`config.mk`:
```
export PLATFORM = sky130hd
export DESIGN_NAME = ntt_iter_core
export DESIGN_NICKNAME = d
export VERILOG_FILES = /design/src/rtl/ntt_pkg.sv /design/src/rtl/ntt_bfly.sv /design/src/rtl/ntt_iter_core.sv
export SDC_FILE = /design/constraint.sdc
export NUM_CORES = 1
export LEC_CHECK = 0
export ABC_AREA = 0
export CAP_MARGIN = 20
export CORE_ASPECT_RATIO = 2
export CORE_MARGIN = 3
export CORE_UTILIZATION = 40
export CTS_BUF_LIST = sky130_fd_sc_hd__clkbuf_8
export DETAILED_ROUTE_END_ITERATION = 10
export PLACE_DENSITY_LB_ADDON = 0.2
export SETUP_SLACK_MARGIN = 0.4
export SLEW_MARGIN = 0
export SYNTH_ARGS = -nofsm -noshare
export SYNTH_HDL_FRONTEND = slang
export SYNTH_SLANG_ARGS = --single-unit
```
`constraint.sdc`:
```
create_clock -name clk -period 74 [get_ports clk]
set_clock_uncertainty 0.15 [all_clocks]
set_input_delay 11.1 -clock clk [delete_from_list [all_inputs] [get_ports clk]]
set_output_delay 11.1 -clock clk [all_outputs]
set_load 0.01 [all_outputs]
```
`src/rtl/ntt_pkg.sv`:
```
// Shared types, constants and modular-arithmetic helpers for the iterative NTT core.
// The helpers operate on NTT_MAX_W-bit words, so callers must keep W <= NTT_MAX_W.
package ntt_pkg;

  localparam int unsigned NTT_MAX_N     = 256;
  localparam int unsigned NTT_MAX_LOGN  = 8;
  localparam int unsigned NTT_LOGN_BITS = $clog2(NTT_MAX_LOGN);
  localparam int unsigned NTT_MAX_W     = 32;

  typedef enum logic [1:0] {
    StLoad,
    StCompute,
    StUnload
  } ntt_state_e;

  typedef logic [NTT_MAX_W-1:0]    ntt_word_t;
  typedef logic [NTT_MAX_LOGN-1:0] ntt_idx_t;

  // Reverses the low logn bits of idx; higher bits of the result are zero.
  function automatic ntt_idx_t bitrev(ntt_idx_t idx, int unsigned logn);
    ntt_idx_t r;
    r = '0;
    for (int unsigned i = 0; i < NTT_MAX_LOGN; i++) begin
      if (i < logn) begin
        r[NTT_LOGN_BITS'(logn - 1 - i)] = idx[NTT_LOGN_BITS'(i)];
      end
    end
    return r;
  endfunction

  function automatic ntt_word_t modadd(ntt_word_t a, ntt_word_t b, ntt_word_t q);
    logic [NTT_MAX_W:0] s;
    s = {1'b0, a} + {1'b0, b};
    return ntt_word_t'(s % {1'b0, q});
  endfunction

  function automatic ntt_word_t modmul(ntt_word_t a, ntt_word_t b, ntt_word_t q);
    logic [2*NTT_MAX_W-1:0] p;
    p = {{NTT_MAX_W{1'b0}}, a} * {{NTT_MAX_W{1'b0}}, b};
    return ntt_word_t'(p % {{NTT_MAX_W{1'b0}}, q});
  endfunction

endpackage

```
`src/rtl/ntt_bfly.sv`:
```
// Combinational Cooley-Tukey butterfly over Z_q: A' = A + C*w, C' = A + C*(q-w), both mod q.
module ntt_bfly #(
  parameter int unsigned W = 8
) (
  input  logic [W-1:0] a,
  input  logic [W-1:0] c,
  input  logic [W-1:0] w,
  input  logic [W-1:0] q,
  output logic [W-1:0] a_new,
  output logic [W-1:0] c_new
);

  logic [W:0]     w_neg;
  logic [2*W-1:0] prod_p;
  logic [2*W-1:0] prod_n;
  logic [2*W:0]   sum_p;
  logic [2*W:0]   sum_n;

  always_comb begin
    // w == 0 yields q here, which the final reduction folds back to zero.
    w_neg  = {1'b0, q} - {1'b0, w};
    prod_p = (2*W)'(c) * (2*W)'(w);
    prod_n = (2*W)'(c) * (2*W)'(w_neg);
    sum_p  = (2*W+1)'(a) + (2*W+1)'(prod_p);
    sum_n  = (2*W+1)'(a) + (2*W+1)'(prod_n);
    a_new  = W'(sum_p % (2*W+1)'(q));
    c_new  = W'(sum_n % (2*W+1)'(q));
  end

endmodule

```
`src/rtl/ntt_iter_core.sv`:
```
// Iterative radix-2 NTT: load N coefficients (bit-reversed), run LOGN in-place stages at one
// butterfly per cycle, unload N results in natural order. NTT_INV_EN adds inverse-transform scaling.
module ntt_iter_core
  import ntt_pkg::*;
#(
  parameter int unsigned W    = 8,
  parameter int unsigned N    = 8,
  parameter int unsigned LOGN = $clog2(N)
) (
  input  logic                 clk,
  input  logic                 rst_n,
  input  logic [W-1:0]         mod,
  input  logic [(N/2)*W-1:0]   tw,
  input  logic                 in_valid,
  output logic                 in_ready,
  input  logic [W-1:0]         in_data,
`ifdef NTT_INV_EN
  input  logic                 inv,
  input  logic [W-1:0]         n_inv,
`endif
  output logic                 out_valid,
  input  logic                 out_ready,
  output logic [W-1:0]         out_data,
  output logic                 out_last,
  output logic                 busy
);

  localparam int unsigned SW = $clog2(LOGN + 1);
  localparam int unsigned BW = LOGN - 1;

  localparam logic [LOGN-1:0] IdxLast   = LOGN'(N - 1);
  localparam logic [BW-1:0]   BflyLast  = BW'(N / 2 - 1);
  localparam logic [SW-1:0]   StageLast = SW'(LOGN - 1);

  ntt_state_e           state_q, state_d;
  logic [LOGN-1:0]      idx_q, idx_d;
  logic [SW-1:0]        stage_q, stage_d;
  logic [BW-1:0]        bfly_q, bfly_d;
  logic [W-1:0]         mod_q, mod_d;
  logic [(N/2)*W-1:0]   tw_q, tw_d;
  logic [W-1:0]         mem_q [N];
  logic [W-1:0]         mem_d [N];

  logic [W-1:0]         tw_arr [N/2];
  logic [LOGN-1:0]      load_addr;
  logic                 load_first;
  logic [LOGN-1:0]      bfly_ext, half, bf_j, grp_base, bf_a, bf_c;
  logic [SW-1:0]        tw_shift;
  logic [BW-1:0]        tw_idx;
  logic [W-1:0]         bf_w, bf_a_new, bf_c_new;
  logic [W-1:0]         unload_word;

  always_comb begin
    for (int j = 0; j < N / 2; j++) begin
      tw_arr[j] = tw_q[j*W +: W];
    end
  end

  assign load_addr  = LOGN'(bitrev(NTT_MAX_LOGN'(idx_q), LOGN));
  assign load_first = (state_q == StLoad) && in_valid && (idx_q == '0);

  // Butterfly b of stage s pairs a = (b / h) * 2h + b % h with c = a + h, twiddle index j * N/(2h).
  always_comb begin
    bfly_ext = {1'b0, bfly_q};
    half     = LOGN'(1) << stage_q;
    bf_j     = bfly_ext & (half - LOGN'(1));
    grp_base = (bfly_ext >> stage_q) << (stage_q + SW'(1));
    bf_a     = grp_base | bf_j;
    bf_c     = bf_a | half;
    tw_shift = StageLast - stage_q;
    tw_idx   = BW'(bf_j << tw_shift);
    bf_w     = tw_arr[tw_idx];
  end

  ntt_bfly #(
    .W(W)
  ) u_bfly (
    .a    (mem_q[bf_a]),
    .c    (mem_q[bf_c]),
    .w    (bf_w),
    .q    (mod_q),
    .a_new(bf_a_new),
    .c_new(bf_c_new)
  );

  always_comb begin
    state_d   = state_q;
    idx_d     = idx_q;
    stage_d   = stage_q;
    bfly_d    = bfly_q;
    mod_d     = mod_q;
    tw_d      = tw_q;
    mem_d     = mem_q;
    in_ready  = 1'b0;
    out_valid = 1'b0;
    busy      = 1'b1;
    unique case (state_q)
      StLoad: begin
        in_ready = 1'b1;
        busy     = 1'b0;
        if (in_valid) begin
          mem_d[load_addr] = in_data;
          if (load_first) begin
            mod_d = mod;
            tw_d  = tw;
          end
          if (idx_q == IdxLast) begin
            state_d = StCompute;
            idx_d   = '0;
            stage_d = '0;
            bfly_d  = '0;
          end else begin
            idx_d = idx_q + LOGN'(1);
          end
        end
      end
      StCompute: begin
        mem_d[bf_a] = bf_a_new;
        mem_d[bf_c] = bf_c_new;
        if (bfly_q == BflyLast) begin
          bfly_d = '0;
          if (stage_q == StageLast) begin
            state_d = StUnload;
            stage_d = '0;
          end else begin
            stage_d = stage_q + SW'(1);
          end
        end else begin
          bfly_d = bfly_q + BW'(1);
        end
      end
      StUnload: begin
        out_valid = 1'b1;
        if (out_ready) begin
          if (idx_q == IdxLast) begin
            state_d = StLoad;
            idx_d   = '0;
          end else begin
            idx_d = idx_q + LOGN'(1);
          end
        end
      end
      default: state_d = StLoad;
    endcase
  end

  always_ff @(posedge clk or negedge rst_n) begin
    if (!rst_n) begin
      state_q <= StLoad;
      idx_q   <= '0;
      stage_q <= '0;
      bfly_q  <= '0;
      mod_q   <= '0;
      tw_q    <= '0;
      for (int i = 0; i < N; i++) begin
        mem_q[i] <= '0;
      end
    end else begin
      state_q <= state_d;
      idx_q   <= idx_d;
      stage_q <= stage_d;
      bfly_q  <= bfly_d;
      mod_q   <= mod_d;
      tw_q    <= tw_d;
      mem_q   <= mem_d;
    end
  end

  assign unload_word = mem_q[idx_q];
  assign out_last    = (state_q == StUnload) && (idx_q == IdxLast);

`ifdef NTT_INV_EN
  logic         inv_q;
  logic [W-1:0] n_inv_q;
  logic [W-1:0] scaled_word;

  always_ff @(posedge clk or negedge rst_n) begin
    if (!rst_n) begin
      inv_q   <= 1'b0;
      n_inv_q <= '0;
    end else if (load_first) begin
      inv_q   <= inv;
      n_inv_q <= n_inv;
    end
  end

  // Scaling sits on the read path so stalls simply hold the stored word.
  assign scaled_word = W'(modmul(NTT_MAX_W'(unload_word), NTT_MAX_W'(n_inv_q),
                                 NTT_MAX_W'(mod_q)));
  assign out_data    = !out_valid ? '0 : (inv_q ? scaled_word : unload_word);
`else
  assign out_data    = out_valid ? unload_word : '0;
`endif

endmodule

```
Word-level counts from Yosys, hierarchy flattened
Cells that the tools add are included.
- bits in registers: 113
- bits in latches: 0
- bits in writable memories: 0
- memory bits (read-only): 0
- output and inout bits: 12
- word-level logic and storage cells: 117
- memories kept: 0
- add/sub/neg operators: 8
- $mul: 2
- div/mod/pow operators: 2
- $lt $le $gt $ge: 8
- equality and inequality tests: 11
- shifts and indexed selects: 4
- muxes and demuxes: 44
- bitwise operators: 8
- reductions and logical operators: 16
- operator list (kind ; number):
    64-bit bitwise mux ; 3
    64-bit case mux with 2 select lines ; 1
    8-bit two-way mux ; 12
    8-bit binary-select mux with 3-bit select ; 3
    8-bit demux with 3-bit select ; 3
    64-bit two-way mux ; 1
    8-bit by 16-bit adder with 17-bit output ; 2
    17-bit by 8-bit remainder unit with 17-bit output ; 2
    2-bit two-way mux ; 10
    8-bit binary-select mux with 2-bit select ; 1
    4-bit greater-or-equal comparator, second input constant ; 4
    8-bit by 8-bit multiplier with 16-bit output ; 1
    8-bit by 9-bit multiplier with 16-bit output ; 1
    3-bit inverter with 4-bit output ; 4
    4-bit by 1-bit less-than comparator with 1-bit output, second input constant ; 3
    3-bit two-way mux ; 3
    3-bit AND reduction ; 3
    8-bit by 8-bit subtractor with 9-bit output ; 1
    2-bit inequality test, second input constant ; 4
    2-bit case mux with 2 select lines ; 2
    2-bit == test, second input constant ; 3
    1-bit logical AND ; 6
    3-bit bitwise OR ; 2
    2-bit case mux with 3 select lines ; 1
    other kinds (22) ; 27

Depth between registers and ports, before layout
- word-level depth: 15
- depth in mapped cells: 218
- mapped depth without buffers: 203

By module
From an unflattened synthesis, not the netlist that was laid out.
- cells, all modules: 3271
- area total of the unflattened synthesis: 26205.1 um^2
- by module, submodules not included (module ; instances ; cells each ; area each (um^2)):
    ntt_bfly ; 1 ; 2463 ; 18184.9
    ntt_iter_core ; 1 ; 808 ; 8020.2

Worst setup path after synthesis
OpenSTA, ideal clock, no wires.
- path type: reg2reg
- start point: register stage_q[0]
- end point: register mem_q[1] (netlist bit)
- setup time: 126 ps
- data arrival time: 42670 ps
- slack: 31054 ps
- cell stages (with the launch flop): 203
- path buffers: 15
- clock period less this slack: 42946 ps
- path through: dfrtp_1 -> inv_1 -> ha_1 -> xnor2_1 -> nand2_1 -> o21ai_0 -> nand2_1 -> clkbuf_1 -> o21ai_1 -> ha_1 -> o21ai_0 -> nand2b_1 -> a21o_1 -> a21o_1 -> a21o_1 -> a21oi_1 -> xor2_1 -> nor2_1 -> [... 167 more ...] -> nand4_1 -> clkbuf_1 -> a21oi_1 -> ha_1 -> a21o_1 -> a21o_1 -> a21oi_1 -> o21bai_1 -> a21o_1 -> a21oi_1 -> o21ai_0 -> a21oi_1 -> o211a_1 -> o221ai_1 -> a211oi_1 -> o21ai_4 -> mux2_4 -> a221o_1
- longest elaborated chain between the ends: 15
- RTL lines (what ; line ; source):
    start, declared ; ntt_iter_core.sv:37 ; logic [SW-1:0] stage_q, stage_d;
    start signal, assigned ; ntt_iter_core.sv:161 ; stage_q <= stage_d;
    branches (longest 13 deep; another with 8-bit by 16-bit adder with 17-bit output) ; - ;
    64-bit bitwise mux * ; ntt_iter_core.sv:119 ; mem_d[bf_c] = bf_c_new;
    64-bit case mux with 2 select lines * ; ntt_iter_core.sv:97 ; unique case (state_q)
    end signal, assigned ; ntt_iter_core.sv:165 ; mem_q <= mem_d;
    end, declared ; ntt_iter_core.sv:41 ; logic [W-1:0] mem_q [N];
Mark *: on every way between the ends. The select of a mux whose other input is x is not followed.
A chain may end at the register's enable or synchronous reset.

Worst setup path in the final report
- start point: register stage_q[0]
- end point: register mem_q[62] (netlist bit)
Same word-level chain as after synthesis.

==> flow_summary.json <==
{
  "grt.overflow.total": 0,
  "finalNetCount": 3877,
  "root_buffer": "clkbuf_8",
  "setup_tns_ns": 0,
  "cts_tree": "built",
  "netlist_area_um2": 26000,
  "vias": 26600,
  "end_kind": "flip-flop",
  "gp_routability_congestion": 1.02,
  "reg2reg_to": "mem_q[62]$_DFFE_PN0P_",
  "drive_gt1_share_pct": 10.6,
  "dr.first_iter.drc_count": 1548,
  "worst_path_most_repeated_cell": "o21a_1",
  "yosysTopAreaCellShare_pct": 15.6,
  "async_reset_ff_share_pct": 100,
  "cts.reportedPaths.clkPinSlew_ns": 0.06,
  "arrival_ns": 51.42,
  "cp_max_fo": 23,
  "synth-edff-count": 0,
  "fmax_mhz": 19.5,
  "wl_per_cell_um": 24.4,
  "dp_hpwl_um": 83800,
  "rr_worst_depth": 190,
  "ys_top_cells_by_area": "ha_1 (16%), dfrtp_1 (11%), fa_1 (6.9%)",
  "hold_class": "flip-flop to flip-flop",
  "synth_most_common_cell": "nor2_1",
  "post-cts-setup-buffers": 0,
  "firstDrtPassIters": 5,
  "period_needed_ns": 51.21,
  "hold_viol": 0,
  "drcViolationCount": 0,
  "critPathSlowestCell": "and4b_1",
  "rsz0062_at_grt": "false",
  "yosysTopAreaCell": "ha_1",
  "slew_headroom_pct": 25.4,
  "outcome": "complete, no violations",
  "synthCells": 3377,
  "die-height_um": 366,
  "syn_area_per_cell_um2": 7.69,
  "critPathRequiredTime_ns": 74.21,
  "cts_resized": 0,
  "path_class": "flip-flop to flip-flop",
  "htree_levels": 4,
  "drt-met1-wl_um": 32200,
  "syn-num-nets": 3841,
  "highest_layer": "met4",
  "rr_startpoint": "stage_q[0]$_DFFE_PN0P_",
  "initial_utilization_pct": 40.5,
  "whs_path_depth": 1,
  "numCtsBuffers": 25,
  "core_um2": 64100,
  "finalWirelength_um": 104000,
  "setup_viol": 0,
  "grt_pass1_wl_um": 159000,
  "wl_met3_um": 4780,
  "ys_types": 110,
  "grt_use_total_pct": 30.4,
  "antenna_found_initial": 5,
  "rows": 131,
  "slowest_delay_ns": 0.86,
  "ys_ff_latch": 113,
  "max-cap-violations": 0,
  "fp.dieW_um": 186,
  "seq_area_frac_synth_pct": 10.9,
  "worstHoldStart": "tw_q[4]$_DFFE_PN0P_",
  "rrSetupSlack_ns": 22.79,
  "viasPerCell": 6.20,
  "syn_to_final_growth_pct": 8.66,
  "portBuffers": 63,
  "tightest_slew_ns": 1.11,
  "synthFlopType": "dfrtp_1",
  "synth_common_cells": "nor2_1 (351), ha_1 (323), nand2_1 (306)",
  "cts_max_path_buffers": 3,
  "grt_pass1_vias": 27700,
  "ant_nets": 0,
  "cts_hold_buf": 0,
  "finalCritPeriodShare_pct": 69.2,
  "io_pins": 64,
  "drv_slew": 0,
  "clkLatencyLatePin_ns": 0.54,
  "holdPathEnd": "tw_q[4]$_DFFE_PN0P_",
  "cp-start-kind": "flip-flop",
  "cts_sinks": 113,
  "wl_met2_um": 55900,
  "yosysWarnings": 0,
  "grt_max_degree": 66,
  "dieArea_um2": 68200
}
-- stage by stage --
step	utilization, %	instance area, µm²	hold slack [ns]	setup WS, ns	instances
2_1_floorplan	-	26000	0.324	31.05	3377
3_3_place_gp	43.3	27800	0.336	22.52	4249
3_5_place_dp	43.3	27800	0.343	23.18	4250
4_1_cts	44.0	28200	0.355	22.99	4282
5_1_grt	44.0	28200	0.361	18.87	4289
6_report	44.0	28200	0.352	22.79	4290
-- registers in the layout (all words and copies together), names as in the netlist --
register and count:
bfly_q 2, idx_q 3, mem_q 64, mod_q 8, stage_q 2, state_q 2, tw_q 32
-- cells in the final DEF (no fill, tap or decap), drive strengths merged, types with 76 or more instances in the layout --
cell / count
a21o: 76
a21oi: 273
dfrtp: 113
fa: 89
ha: 323
inv: 187
mux2: 116
nand2: 306
nor2: 352
nor3: 136
o21a: 105
o21ai: 168
xnor2: 94
-- worst max path at each step --
stage | start | end
2_1_floorplan | stage_q[0]$_DFFE_PN0P_ | mem_q[1]$_DFFE_PN0P_
3_3_place_gp | stage_q[0]$_DFFE_PN0P_ | mem_q[47]$_DFFE_PN0P_
3_5_place_dp | stage_q[0]$_DFFE_PN0P_ | mem_q[47]$_DFFE_PN0P_
4_1_cts | stage_q[0]$_DFFE_PN0P_ | mem_q[47]$_DFFE_PN0P_
5_1_grt | stage_q[0]$_DFFE_PN0P_ | mem_q[47]$_DFFE_PN0P_
6_report | stage_q[0]$_DFFE_PN0P_ | mem_q[62]$_DFFE_PN0P_
-- per-layer routing --
metal	track usage (%)	vias to the layer above
met5	0	-
met4	27.4	0
met3	4.88	444
met2	57.1	926
met1	26.8	12700
li1	-	12500
-- cell type report --
| cell class | instances | area, µm² |
|---|---|---|
| timing repair buffer | 128 | 1120 |
| multi-input combinational | 2958 | 22100 |
| clock inverter | 3 | 16.3 |
| inverter | 187 | 702 |
| tap | 864 | 1080 |
| antenna | 8 | 20.0 |
| fill | 6645 | 35900 |
| sequential | 113 | 2830 |
| clock buffer | 29 | 399 |
-- cells by family (layout without fill, tap and decap cells) --
logic type      after synthesis  after routing  synth area share (%)
buf+inv                     306            347                  4.59
fa+ha+maj                   413            413                  22.5
xor+xnor                    150            150                  5.06
compound gates             1016           1016                  26.4
other cells                   0              8                     0
simple gates               1206           1206                  22.2
mux                         173            173                  8.41
flops                       113            113                  10.9
-- critical path, delay by kind of cell (launching register included) --
kind	cells	cell delay [ns]
xor+xnor	1	0.64
mux	4	1.46
compound gates	102	25.01
simple gates	47	13.01
flops	1	0.49
fa+ha+maj	25	8.63
buf+inv	11	1.58
Power is left out: the tool's default activity adds up to more than one toggle a clock period on the data nets, which glitch-free logic cannot reach.
